File: src/rtl/store_pkg.sv
// Shared types and constants for the store buffer: store-width encodings,
// the queued entry payload and the fence FSM state encoding.
package store_pkg;

    localparam logic [2:0] F3_SB = 3'b000;
    localparam logic [2:0] F3_SH = 3'b001;
    localparam logic [2:0] F3_SW = 3'b010;

    localparam int STRB_W = 4;

    // Payload of one queued store; the word address is held alongside it in
    // its own array so the address width can follow the top-level parameter.
    typedef struct packed {
        logic [31:0]       wdata;
        logic [STRB_W-1:0] wstrb;
    } sb_data_t;

    typedef enum logic {
        ST_RUN   = 1'b0,
        ST_FENCE = 1'b1
    } sb_state_e;

endpackage

File: src/rtl/sb_lane_align.sv
// Combinational lane steering for SB/SH/SW: replicates store data across byte
// lanes, builds the byte strobe and flags misaligned or illegal stores.
module sb_lane_align
    import store_pkg::*;
(
    input  logic [1:0]        addr_lo,
    input  logic [2:0]        funct3,
    input  logic [31:0]       data,
    output logic [31:0]       wdata,
    output logic [STRB_W-1:0] wstrb,
    output logic              illegal
);

    always_comb begin
        wdata   = '0;
        wstrb   = '0;
        illegal = 1'b0;
        case (funct3)
            F3_SB: begin
                wdata = {4{data[7:0]}};
                wstrb = 4'b0001 << addr_lo;
            end
            F3_SH: begin
                wdata   = {2{data[15:0]}};
                wstrb   = 4'b0011 << addr_lo;
                illegal = addr_lo[0];
            end
            F3_SW: begin
                wdata   = data;
                wstrb   = 4'b1111;
                illegal = |addr_lo;
            end
            default: illegal = 1'b1;
        endcase
    end

endmodule

File: src/rtl/store_buffer.sv
// Store buffer: aligns core stores, queues them in a DEPTH-entry FIFO, drains
// them over a valid/ready write port, flags load RAW hazards and handles fence
// drains. Define STORE_FWD_EN to forward full-word stores to hitting loads.
// Store port: a store is taken on any cycle with st_valid && st_ready; memory
// port: the head is retired on any cycle with mem_valid && mem_ready, and
// mem_* hold steady while mem_valid && !mem_ready.
module store_buffer
    import store_pkg::*;
#(
    parameter int DEPTH  = 4,
    parameter int ADDR_W = 32
) (
    input  logic                       clk,
    input  logic                       rst,
    input  logic                       st_valid,
    output logic                       st_ready,
    input  logic [ADDR_W-1:0]          st_addr,
    input  logic [31:0]                st_data,
    input  logic [2:0]                 st_funct3,
    output logic                       st_err,
    input  logic                       ld_valid,
    input  logic [ADDR_W-1:0]          ld_addr,
    output logic                       ld_stall,
    output logic                       ld_fwd_valid,
    output logic [31:0]                ld_fwd_data,
    input  logic                       fence_req,
    output logic                       fence_ack,
    output logic                       mem_valid,
    input  logic                       mem_ready,
    output logic [ADDR_W-1:0]          mem_addr,
    output logic [31:0]                mem_wdata,
    output logic [STRB_W-1:0]          mem_wstrb,
    output logic [$clog2(DEPTH):0]     count,
    output sb_state_e                  state_dbg
);

    localparam int PTR_W = $clog2(DEPTH);
    localparam int CNT_W = PTR_W + 1;

    sb_state_e          state_q, state_d;
    logic [PTR_W-1:0]   rd_ptr_q, rd_ptr_d;
    logic [PTR_W-1:0]   wr_ptr_q, wr_ptr_d;
    logic [CNT_W-1:0]   count_q, count_d;
    logic               st_err_q, st_err_d;
    logic               fence_ack_q, fence_ack_d;

    logic [ADDR_W-3:0]  addr_mem_q [DEPTH];
    sb_data_t           data_mem_q [DEPTH];

    logic [31:0]        al_wdata;
    logic [STRB_W-1:0]  al_wstrb;
    logic               al_illegal;
    logic               st_acc, push, pop, match;
    logic [PTR_W-1:0]   idx;
`ifdef STORE_FWD_EN
    logic               fwd_full;
    logic [31:0]        fwd_data;
`endif

    sb_lane_align u_align (
        .addr_lo (st_addr[1:0]),
        .funct3  (st_funct3),
        .data    (st_data),
        .wdata   (al_wdata),
        .wstrb   (al_wstrb),
        .illegal (al_illegal)
    );

    assign st_ready  = (state_q == ST_RUN) && (count_q < CNT_W'(DEPTH));
    assign st_acc    = st_valid && st_ready;
    assign push      = st_acc && !al_illegal;
    assign mem_valid = (count_q != '0);
    assign pop       = mem_valid && mem_ready;

    assign mem_addr  = {addr_mem_q[rd_ptr_q], 2'b00};
    assign mem_wdata = data_mem_q[rd_ptr_q].wdata;
    assign mem_wstrb = data_mem_q[rd_ptr_q].wstrb;
    assign count     = count_q;
    assign st_err    = st_err_q;
    assign fence_ack = fence_ack_q;
    assign state_dbg = state_q;

    always_comb begin
        rd_ptr_d = rd_ptr_q + PTR_W'(pop);
        wr_ptr_d = wr_ptr_q + PTR_W'(push);
        count_d  = count_q;
        case ({push, pop})
            2'b10:   count_d = count_q + CNT_W'(1);
            2'b01:   count_d = count_q - CNT_W'(1);
            default: count_d = count_q;
        endcase
        st_err_d = st_acc && al_illegal;
    end

    // An empty buffer with no store arriving acknowledges a fence without
    // passing through FENCE, so the ack lands on the following cycle.
    always_comb begin
        state_d     = state_q;
        fence_ack_d = 1'b0;
        case (state_q)
            ST_RUN: begin
                if (fence_req) begin
                    if (count_q == '0 && !push) fence_ack_d = 1'b1;
                    else                        state_d     = ST_FENCE;
                end
            end
            ST_FENCE: begin
                if (count_q == '0) begin
                    state_d     = ST_RUN;
                    fence_ack_d = 1'b1;
                end
            end
            default: state_d = ST_RUN;
        endcase
    end

    always_ff @(posedge clk or posedge rst) begin
        if (rst) begin
            state_q     <= ST_RUN;
            rd_ptr_q    <= '0;
            wr_ptr_q    <= '0;
            count_q     <= '0;
            st_err_q    <= 1'b0;
            fence_ack_q <= 1'b0;
        end else begin
            state_q     <= state_d;
            rd_ptr_q    <= rd_ptr_d;
            wr_ptr_q    <= wr_ptr_d;
            count_q     <= count_d;
            st_err_q    <= st_err_d;
            fence_ack_q <= fence_ack_d;
        end
    end

    always_ff @(posedge clk) begin
        if (push) begin
            addr_mem_q[wr_ptr_q] <= st_addr[ADDR_W-1:2];
            data_mem_q[wr_ptr_q] <= '{wdata: al_wdata, wstrb: al_wstrb};
        end
    end

    // Walk entries oldest to youngest so the last hit is the youngest store.
    always_comb begin
        match = 1'b0;
        idx   = rd_ptr_q;
`ifdef STORE_FWD_EN
        fwd_full = 1'b0;
        fwd_data = '0;
`endif
        for (int k = 0; k < DEPTH; k++) begin
            idx = rd_ptr_q + PTR_W'(k);
            if (CNT_W'(k) < count_q && addr_mem_q[idx] == ld_addr[ADDR_W-1:2]) begin
                match = 1'b1;
`ifdef STORE_FWD_EN
                fwd_full = (data_mem_q[idx].wstrb == 4'b1111);
                fwd_data = data_mem_q[idx].wdata;
`endif
            end
        end
    end

`ifdef STORE_FWD_EN
    assign ld_stall     = ld_valid && match && !fwd_full;
    assign ld_fwd_valid = ld_valid && match && fwd_full;
    assign ld_fwd_data  = ld_fwd_valid ? fwd_data : 32'h0;
`else
    assign ld_stall     = ld_valid && match;
    assign ld_fwd_valid = 1'b0;
    assign ld_fwd_data  = 32'h0;
`endif

endmodule
File: config.mk
export PLATFORM = sky130hd
export DESIGN_NAME = store_buffer
export DESIGN_NICKNAME = d
export VERILOG_FILES = /design/src/rtl/store_pkg.sv /design/src/rtl/sb_lane_align.sv /design/src/rtl/store_buffer.sv
export SDC_FILE = /design/constraint.sdc
export NUM_CORES = 1
export LEC_CHECK = 0
export BUFFER_PORTS_ARGS = -buffer_cell sky130_fd_sc_hd__buf_2
export CAP_MARGIN = 10
export CORE_MARGIN = 3
export CORE_UTILIZATION = 44
export CTS_BUF_LIST = sky130_fd_sc_hd__clkbuf_8
export CTS_CLUSTER_SIZE = 16
export DETAILED_ROUTE_END_ITERATION = 8
export PLACE_DENSITY = 0.72
export SLEW_MARGIN = 20
export SYNTH_ARGS = -nofsm -noshare
export SYNTH_HDL_FRONTEND = slang
export SYNTH_HIERARCHICAL = 1
export SYNTH_SLANG_ARGS = --single-unit
File: constraint.sdc
create_clock -name clk -period 9.6 [get_ports clk]
set_clock_uncertainty 0.15 [all_clocks]
set_input_delay 1.44 -clock clk [delete_from_list [all_inputs] [get_ports clk]]
set_output_delay 1.44 -clock clk [all_outputs]
set_load 0.01 [all_outputs]
# Yosys cells after proc, flatten, opt, wreduce, memory -nomap -nowiden
# Memory sizes are Yosys's and may differ from the RTL's.
# Index checks and enable logic that the tools add are counted.
dict set report totals {
  regBits 10
  mem_bits_rw 264
  input_bits 105
  word_cells 67
  n_memories 2
}
# name depth word_bits rd rd_clocked_by_memory_dff wr line_no
set memory_table {}
lappend memory_table {data_mem_q 4 36 1 0 1 store_buffer.sv:48} ;# sb_data_t data_mem_q [DEPTH];
lappend memory_table {addr_mem_q 4 30 4 0 1 store_buffer.sv:47} ;# logic [ADDR_W-3:0] addr_mem_q [DEPTH];
dict set report classes {
  n_addsub 7
  magnitude_cmp 5
  n_eq_ne 8
  n_shift 2
  muxes 18
  bitwise_logic 1
  reduce_logical 18
}
# cell n
set op_table {}
lappend op_table {{equality test 30 bit} 4}
lappend op_table {{case mux 32 bit (3 select lines)} 1}
lappend op_table {{2-to-1 mux 1 bit} 12}
lappend op_table {{case mux 4 bit (3 select lines)} 1}
lappend op_table {{logical AND 1 bit} 11}
lappend op_table {{logical NOT 3 bit} 2}
lappend op_table {{less-than comparator 1 x 3 -> 1 bit, first input constant} 2}
lappend op_table {{less-than comparator 2 x 3 -> 1 bit, first input constant} 2}
lappend op_table {{case mux 3 bit (2 select lines)} 1}
lappend op_table {{adder 2 x 1 -> 2 bit} 2}
lappend op_table {{adder 2 bit, second input constant} 2}
lappend op_table {{case mux 1 bit (2 select lines)} 2}
lappend op_table {{<< shifter 1 x 2 -> 4 bit, first input constant} 1}
lappend op_table {{<< shifter 2 x 2 -> 4 bit, first input constant} 1}
lappend op_table {{adder 3 x 1 -> 3 bit, second input constant} 1}
lappend op_table {{equality test 3 x 1 -> 1 bit, second input constant} 1}
lappend op_table {{equality test 3 x 2 -> 1 bit, second input constant} 1}
lappend op_table {{less-than comparator 3 bit, second input constant} 1}
lappend op_table {{case mux 1 bit (3 select lines)} 1}
lappend op_table {{nonzero test 3 bit} 1}
lappend op_table {{subtractor 3 x 1 -> 3 bit, second input constant} 1}
lappend op_table {{adder 2 x 1 -> 2 bit, second input constant} 1}
lappend op_table {{equality test 2 x 1 -> 1 bit, second input constant} 1}
lappend op_table {{equality test 2 bit, second input constant} 1}
lappend op_table {{other kinds (4)} 5}

# Depth between registers and ports, before layout
# Gate-level depths: netlist (run 1).
dict set report logic_depth {
  ltp_word 9
  mapped_depth 12
  depth_no_buf 8
}

# By module
# Netlist (run 1), hierarchy kept.
# module instances cells_each area_per_inst_um2 seq_area_each_um2
set modules_own_cells {}
lappend modules_own_cells {store_buffer 1 874 14042.2 8177.8}
lappend modules_own_cells {sb_lane_align 1 99 714.4 0.0}

# Worst setup path after synthesis (run 1)
# No wires, ideal clock.
dict set report synth_timing {
  path_type {in2reg}
  startpoint {input port st_funct3[1]}
  endpoint {memory addr_mem_q[1][0] in the netlist's numbering (enable)}
  arrival_ns 7.243
  slack_ns 1.622
  path_stages 5
  n_path_buf 2
  path_cell_list {buf_4 -> buf_6 -> o32a_1 -> or2_2 -> nor3b_1}
}
dict set report synth_between {
  elab_chain_cells 6
}
# item line_no
set synth_lines {}
lappend synth_lines {{start: declaration} store_buffer.sv:19} ;# input logic [2:0] st_funct3,
lappend synth_lines {{equality test 3 x 2 -> 1 bit (tied with other cells)} sb_lane_align.sv:18} ;# case (funct3)
lappend synth_lines {{case mux 1 bit (3 select lines) (*)} sb_lane_align.sv:18}
lappend synth_lines {{via al_illegal} store_buffer.sv:52} ;# logic al_illegal;
lappend synth_lines {{logical NOT 1 bit (*)} store_buffer.sv:71} ;# assign push = st_acc && !al_illegal;
lappend synth_lines {{logical AND 1 bit (*)} store_buffer.sv:71}
lappend synth_lines {{2-to-1 mux 1 bit (*)} store_buffer.sv:136} ;# if (push) begin
lappend synth_lines {{2-to-1 mux 1 bit (implied by the code) (*)} store_buffer.sv:137} ;# addr_mem_q[wr_ptr_q] <= st_addr[ADDR_W-1:2];
lappend synth_lines {{end: declaration} store_buffer.sv:47}
# Mark *: on every way through the listed nets, which the timed path passes. The rest lies on a longest branch.

# Final worst setup path (run 1)
dict set report layout_timing {
  startpoint {register rd_ptr_q[1]}
  endpoint {output port ld_stall}
}
dict set report layout_between {
  elab_chain_cells 8
}
# item line_no
set layout_lines {}
lappend layout_lines {{start: declaration} store_buffer.sv:41} ;# logic [PTR_W-1:0] rd_ptr_q, rd_ptr_d;
lappend layout_lines {{start signal: assignment} store_buffer.sv:127} ;# rd_ptr_q <= rd_ptr_d;
lappend layout_lines {{adder 2 x 1 -> 2 bit or memory read (4 x 30 bit) (tied branches)} n/a}
lappend layout_lines {{memory read (4 x 30 bit) (*)} n/a}
lappend layout_lines {{equality test 30 bit or logical AND 1 bit (tied branches)} store_buffer.sv:152} ;# if (CNT_W'(k) < count_q && addr_mem_q[idx] == ld_addr[ADDR_W-1:2]) begin
lappend layout_lines {{logical AND 1 bit or 2-to-1 mux 1 bit (tied branches)} store_buffer.sv:152}
lappend layout_lines {{2-to-1 mux 1 bit (2 in series)} store_buffer.sv:152}
lappend layout_lines {{2-to-1 mux 1 bit (*)} store_buffer.sv:152}
lappend layout_lines {{logical AND 1 bit (*)} store_buffer.sv:167} ;# assign ld_stall = ld_valid && match;
lappend layout_lines {{end: declaration} store_buffer.sv:23} ;# output logic ld_stall,
# Every way passes the cells marked *; elsewhere a longest branch is shown, timed or not.

==> results of run 1 <==
[sequential cells by signal (all words and copies together) (netlist names)]
signal	flops
fence_ack	1
st_err	1
state_dbg	1
wr_ptr_q	2
count	3
rd_ptr_q	2
addr_mem_q	120
data_mem_q	144
[cell usage after synthesis (3+ instances only)]
cell type,n
a2111oi_0,3
a21oi_1,25
a221oi_1,3
a22o_1,3
a22oi_1,10
and2_1,9
buf_1,5
buf_2,15
buf_4,48
buf_6,12
clkbuf_1,21
dfrtp_1,10
edfxtp_1,264
ha_1,7
inv_1,7
mux2_2,10
mux2i_1,133
mux4_2,80
nand2_1,24
nand2b_1,12
nand3b_1,16
nand4_1,13
nor2_1,21
nor3_1,8
nor4_1,18
o211ai_1,3
o21a_1,5
o21ai_0,13
o221ai_1,8
o22ai_1,30
o2bb2ai_1,4
xnor2_1,39
xor2_1,51
[final cells by class]
class	instances	area [um^2]	share of cell area, %
Timing Repair Buffer	185	991	5.92
Inverter	7	26.3	0.157
Tap cell	442	553	3.30
Clock inverter	40	385	2.30
Antenna cell	1	2.50	0.0149
Multi-Input combinational cell	621	5970	35.7
Sequential cell	274	8190	48.9
Clock buffer	46	633	3.78
[tightest hold or removal path: stages, from the launching register on]
cell     delay, ns
dfrtp_1       0.36
nor2_1        0.07
nor2_1        0.11
[final timing paths]
check / start / to / slack (ns) / depth (start not counted)
setup / recovery: rd_ptr_q[1]$_DFF_PP0_ / ld_stall / 3.30 / 9
hold / removal: state_dbg$_DFF_PP0_ / state_dbg$_DFF_PP0_ / 0.43 / 2
setup reg to reg: count[2]$_DFFE_PP0P_ / addr_mem_q[2][21]$_DFFE_PP_ / 6.15 / 7
hold reg to reg: state_dbg$_DFF_PP0_ / state_dbg$_DFF_PP0_ / 0.43 / 2
max in group asynchronous: rst / rd_ptr_q[1]$_DFF_PP0_ / 8.29 / 2
min in group asynchronous: rst / fence_ack$_DFF_PP0_ / 0.69 / 2
[kinds of logic (layout without fill, tap and decap cells)]
kind of cell / Yosys count / count (layout) / share of synthesized area, %
adders and majority gates: 7 / 7 / 0.593
DFF: 274 / 274 / 55.4
buffers and inverters: 112 / 278 / 5.11
AOI/OAI and AO/OA: 124 / 124 / 5.75
muxes: 226 / 226 / 22.4
other: 1 / 36 / 0.0254
and+or+nand+nor: 139 / 139 / 5.37
xor gates and xnor gates: 90 / 90 / 5.34
[power breakdown]
part           switching [mW]  internal, mW
logic                   0.927         0.818
clock network           0.493         0.650
registers               0.132          1.36
[per-stage QoR]
step	total power [mW]	instance area (um^2)	hold slack (ns)
after floorplan	2.83	14900	0.344
after global placement	3.25	15700	0.379
after detailed placement	3.27	15700	0.427
after CTS	4.42	16700	0.439
after global routing	4.61	16700	0.461
final	4.38	16800	0.428
[routing by layer]
metal	vias up	share of wire [%]	global-route usage (%)
li1	4139	-	-
met1	4560	39	25.8
met2	393	48	33.3
met3	89	9.2	5.67
met4	8	3.6	7.42
met5	-	0.16	0
==> results.json, run 1 <==
{
  "gp_congestion": 0.946,
  "final_hold_viol_count": 0,
  "yosys.area.top_type": "edfxtp_1",
  "cpLargestDelayFamily": "compound AO/OA/AOI/OAI gates",
  "fp.dieW_um": 189,
  "synth_ff_type": "edfxtp_1",
  "tightestPinTransition_ns": 0.945,
  "die_h_um": 189,
  "drc": 0,
  "path_clk_slew_ns": 0.06,
  "drv_slew": 0,
  "drive_gt1_share_pct": 30.6,
  "nets": 1247,
  "initial_utilization_pct": 45.0,
  "cp_max_fo": 113,
  "crit_buf_inv": 2,
  "netlist_instances": 973,
  "place_inst": 1528,
  "antenna_left": 0,
  "timing.slew.headroom_pct": 36.8,
  "cpMaxStageDelayCell": "dfrtp_4",
  "drtIter0Drc": 667,
  "period_needed_ns": 6.30,
  "die_area_mm2": 0.0358,
  "synth.avg_cell_area_um2": 15.2,
  "coreArea_mm2": 0.0328,
  "grt_usage_pct": 20.2,
  "pre_cts_slack_ns": 3.96,
  "drv_cap": 0,
  "synth_area_leaders": "edfxtp_1 54%, mux4_2 12%, mux2i_1 9.0%",
  "ys_seq_elements": 274,
  "crit_path_end_kind": "output port",
  "antenna_found_initial": 4,
  "critPathKind": "flop to output port",
  "syn-cell-area_mm2": 0.0148,
  "finalCritPeriodShare_pct": 65.6,
  "yosysUniqueCellTypes": 67,
  "max-vdd-ir-drop_mv": 0.233,
  "fin_ws_ns": 3.30,
  "hold_path.class": "flop to flop",
  "stdcell_count": 1616,
  "crit_path_frequent_cell": "and4_1",
  "postCtsSetupRepairBufs": 0,
  "outcome": "finished clean",
  "vias": 9189,
  "cts_buffer_depth": 3,
  "rsz0062_at_grt": "no",
  "fill_cells": 2800,
  "holdBufCountCts": 0,
  "clockRootBuffer": "clkbuf_8",
  "cp-start-kind": "flop",
  "dr.pass1.iters": 5,
  "synth_top_area_share_pct": 53.7,
  "p_leak_nw": 6.12,
  "cts_tree": "done",
  "vias_per_cell": 5.69,
  "grt_pass1_vias": 9207,
  "fmax_mhz": 159,
  "cts_inserted_buffers": 46,
  "wl_per_cell_um": 22.7,
  "layout_common_cells": "264 x edfxtp_1, 177 x buf_2, 133 x mux2i_1",
  "setup_violations": 0,
  "cts_sinks": 274,
  "rows": 66,
  "fin_util_pct": 51.1,
  "tns_ns": 0,
  "p_per_area_mw_per_mm2": 261,
  "area_delta_synth_final_pct": 13.5,
  "grt_pass1_wl_mm": 55.1,
  "synth_edf_count": 264,
  "critPathMaxStageDelay_ns": 0.98,
  "synthArstFlopShare_pct": 3.65,
  "yosysSeqAreaShare_pct": 55.4,
  "synth-warning-count": 6,
  "port_buffers": 177,
  "drt-total-wl_mm": 36.7,
  "cp_cell_sequence": "buf_12, mux2i_1, a22o_1, or4b_1, a2111oi_0, and4_1, and4_1, o41a_1, buf_2",
  "critPathRequiredTime_ns": 8.01,
  "dp_hpwl_mm": 25.6,
  "cts-resized-gates": 0,
  "grt_max_degree": 140,
  "overflow": 0,
  "clkLatencyLatePin_ns": 0.57,
  "ios": 215,
  "cp.arrival_ns": 4.71,
  "final_common_cell": "edfxtp_1",
  "htreeDepth": 2
}
No activity file was read; power rests on OpenSTA's default activity.
==> run 2, diff against run 1 <==
--- a/config.mk
+++ b/config.mk
@@ -12,7 +12,7 @@
 export CTS_BUF_LIST = sky130_fd_sc_hd__clkbuf_8
 export CTS_CLUSTER_SIZE = 16
 export DETAILED_ROUTE_END_ITERATION = 8
-export PLACE_DENSITY = 0.72
+export PLACE_DENSITY = 0.75
 export SLEW_MARGIN = 20
 export SYNTH_ARGS = -nofsm -noshare
 export SYNTH_HDL_FRONTEND = slang
==> constraint.sdc (replaced) <==
create_clock -name clk -period 5.28 [get_ports clk]
set_clock_uncertainty 0.15 [all_clocks]
set_input_delay 0.792 -clock clk [delete_from_list [all_inputs] [get_ports clk]]
set_output_delay 0.792 -clock clk [all_outputs]
set_load 0.01 [all_outputs]
==> run 2 against run 1 <==
Clock power up 61%. Sequential power up 80%. Wire length up 2.2%. Sequential share of layout area about the same. Combinational power up 89%. Global-route usage up 0.57 points. Power up 78%.
==> results.json, run 2 (same netlist as run 1, synthesis figures left out) <==
{
  "outcome": "finished clean",
  "vias_per_cell": 5.68,
  "crit_path_frequent_cell": "and4_1",
  "clkLatencyLatePin_ns": 0.58,
  "layout_common_cells": "264 x edfxtp_1, 177 x buf_2, 133 x mux2i_1",
  "rsz0062_at_grt": "no",
  "grt_usage_pct": 20.8,
  "drtIter0Drc": 804,
  "drive_gt1_share_pct": 30.7,
  "path_clk_slew_ns": 0.06,
  "reg2reg_slack_ns": 2.51,
  "swShare_pct": 36.6,
  "drv_slew": 0,
  "port_buffers": 177,
  "crit_start": "rd_ptr_q[0]$_DFF_PP0_",
  "gp_congestion": 0.937,
  "crit_cells": 8,
  "tns_ns": 0,
  "wl_per_cell_um": 23.0,
  "fp.dieW_um": 189,
  "drt-total-wl_mm": 37.5,
  "top_register": "data_mem_q",
  "period_needed_ns": 4.91,
  "largest_register_ff_count": 144,
  "cts-resized-gates": 0,
  "hold_path.class": "input pin to asynchronous set/reset pin",
  "p_seq_share_pct": 34.3,
  "drc": 0,
  "die_area_mm2": 0.0358,
  "grt_pass1_wl_mm": 57.0,
  "cp_cell_sequence": "buf_4, o21ai_0, or4_1, a2111oi_0, and4_1, and4_1, o41a_1, buf_2",
  "coreArea_mm2": 0.0328,
  "dp_hpwl_mm": 26.2,
  "die_h_um": 189,
  "tightestPinTransition_ns": 0.950,
  "switchingPower_mw": 2.86,
  "final_common_cell": "edfxtp_1",
  "p_per_area_mw_per_mm2": 466,
  "rr_worst_depth": 6,
  "dpl_cell_area_mm2": 0.0158,
  "cp-start-kind": "flop",
  "cpLargestDelayFamily": "simple AND/OR/NAND/NOR gates",
  "crit_buf_inv": 2,
  "htreeDepth": 2,
  "cts_inserted_buffers": 47,
  "fin_util_pct": 51.1,
  "fin_ws_ns": 0.368,
  "nets": 1263,
  "clockRootBuffer": "clkbuf_8",
  "stdcell_count": 1631,
  "final_hold_viol_count": 0,
  "cts_sinks": 274,
  "place_inst": 1544,
  "final_cell_area_mm2": 0.0167,
  "postCtsSetupRepairBufs": 0,
  "drv_cap": 0,
  "rows": 66,
  "pre_cts_slack_ns": 0.914,
  "ios": 215,
  "cts_tree": "done",
  "setup_violations": 0,
  "timing.slew.headroom_pct": 36.7,
  "rr_endpoint": "addr_mem_q[3][11]$_DFFE_PP_",
  "crit_path_end_kind": "output port",
  "cp.arrival_ns": 3.97,
  "area_delta_synth_final_pct": 13.4,
  "antenna_left": 0,
  "cp_max_fo": 48,
  "cpMaxStageDelayCell": "dfrtp_4",
  "max-vdd-ir-drop_mv": 0.295,
  "critPathKind": "flop to output port",
  "holdBufCountCts": 0,
  "grt_max_degree": 65,
  "grt_pass1_vias": 9376,
  "r2r_start": "count[2]$_DFFE_PP0P_",
  "cts_buffer_depth": 3,
  "critPathRequiredTime_ns": 4.34,
  "antenna_found_initial": 4,
  "finalCritPeriodShare_pct": 93.0,
  "cp-endpoint": "ld_stall",
  "overflow": 0,
  "intPower_mw": 4.94,
  "pwr-share-clk_pct": 23.6,
  "comb_power_share_pct": 42.1,
  "initial_utilization_pct": 45.0,
  "dr.pass1.iters": 5,
  "fmax_mhz": 204,
  "vias": 9261,
  "critPathMaxStageDelay_ns": 0.93,
  "p_leak_nw": 6.14
}
==> run 2: cell types whose count changed in the layout (fill, tap and decap cells not counted), sizes merged <==
cell      previous run  this run
clkinv              19        20
buf                185       200
inv                 19        22
bufinv               7         2
clkinvlp             2         1
clkbuf              46        47
diode                1         2
==> run 2: per-layer routing <==
metal  vias up  track usage, %  routed length (um)
met3        84            5.54                3470
li1       4169               -                   -
met2       413            34.5               18200
met5         -               0                  46
met1      4587            27.0               14700
met4         8            6.50                1160
==> run 2: final cells by class <==
cell class / count / area, um^2
Sequential cell: 274 / 8190
Antenna cell: 2 / 5.00
Inverter: 7 / 26.3
Clock buffer: 47 / 647
Multi-Input combinational cell: 621 / 5990
Timing Repair Buffer: 200 / 1100
Tap cell: 442 / 553
Clock inverter: 38 / 235
Fill cell: 2818 / 16000
==> run 2: worst min path at each step <==
stage                           from               endpoint  slack [ns]  cells after the start
5_1_grt                          rst   count[1]$_DFFE_PP0P_        0.06                      2
2_1_floorplan  wr_ptr_q[1]$_DFF_PP0_  wr_ptr_q[1]$_DFF_PP0_        0.38                      1
4_1_cts                          rst   count[1]$_DFFE_PP0P_        0.03                      2
3_5_place_dp     state_dbg$_DFF_PP0_    state_dbg$_DFF_PP0_        0.44                      2
6_report                         rst   count[1]$_DFFE_PP0P_        0.04                      2
3_3_place_gp     state_dbg$_DFF_PP0_    state_dbg$_DFF_PP0_        0.39                      2
==> run 2: worst reg2reg max path: stages, from the launching register on <==
cell and delay, ns:
dfrtp_1 0.50, nor2_1 0.26, nand2_1 0.07, or2_2 0.35, inv_1 0.18, and3_4 0.59
buf_12 0.32
==> run 2: per-stage QoR <==
step	power [mW]	hold WS [ns]
after detailed placement	6.01	0.437
after global placement	6.00	0.390
final	7.79	0.0410
after CTS	7.87	0.0251
after global routing	8.21	0.0649
after floorplan	5.14	0.376
==> run 2: power groups by stage <==
stage,logic (mW),registers [mW],clock network (mW)
2_1_floorplan,2.58,2.56,0
6_report,3.28,2.68,1.84
5_1_grt,3.53,2.70,1.98
4_1_cts,3.31,2.68,1.88
3_3_place_gp,3.28,2.72,0
3_5_place_dp,3.29,2.72,0
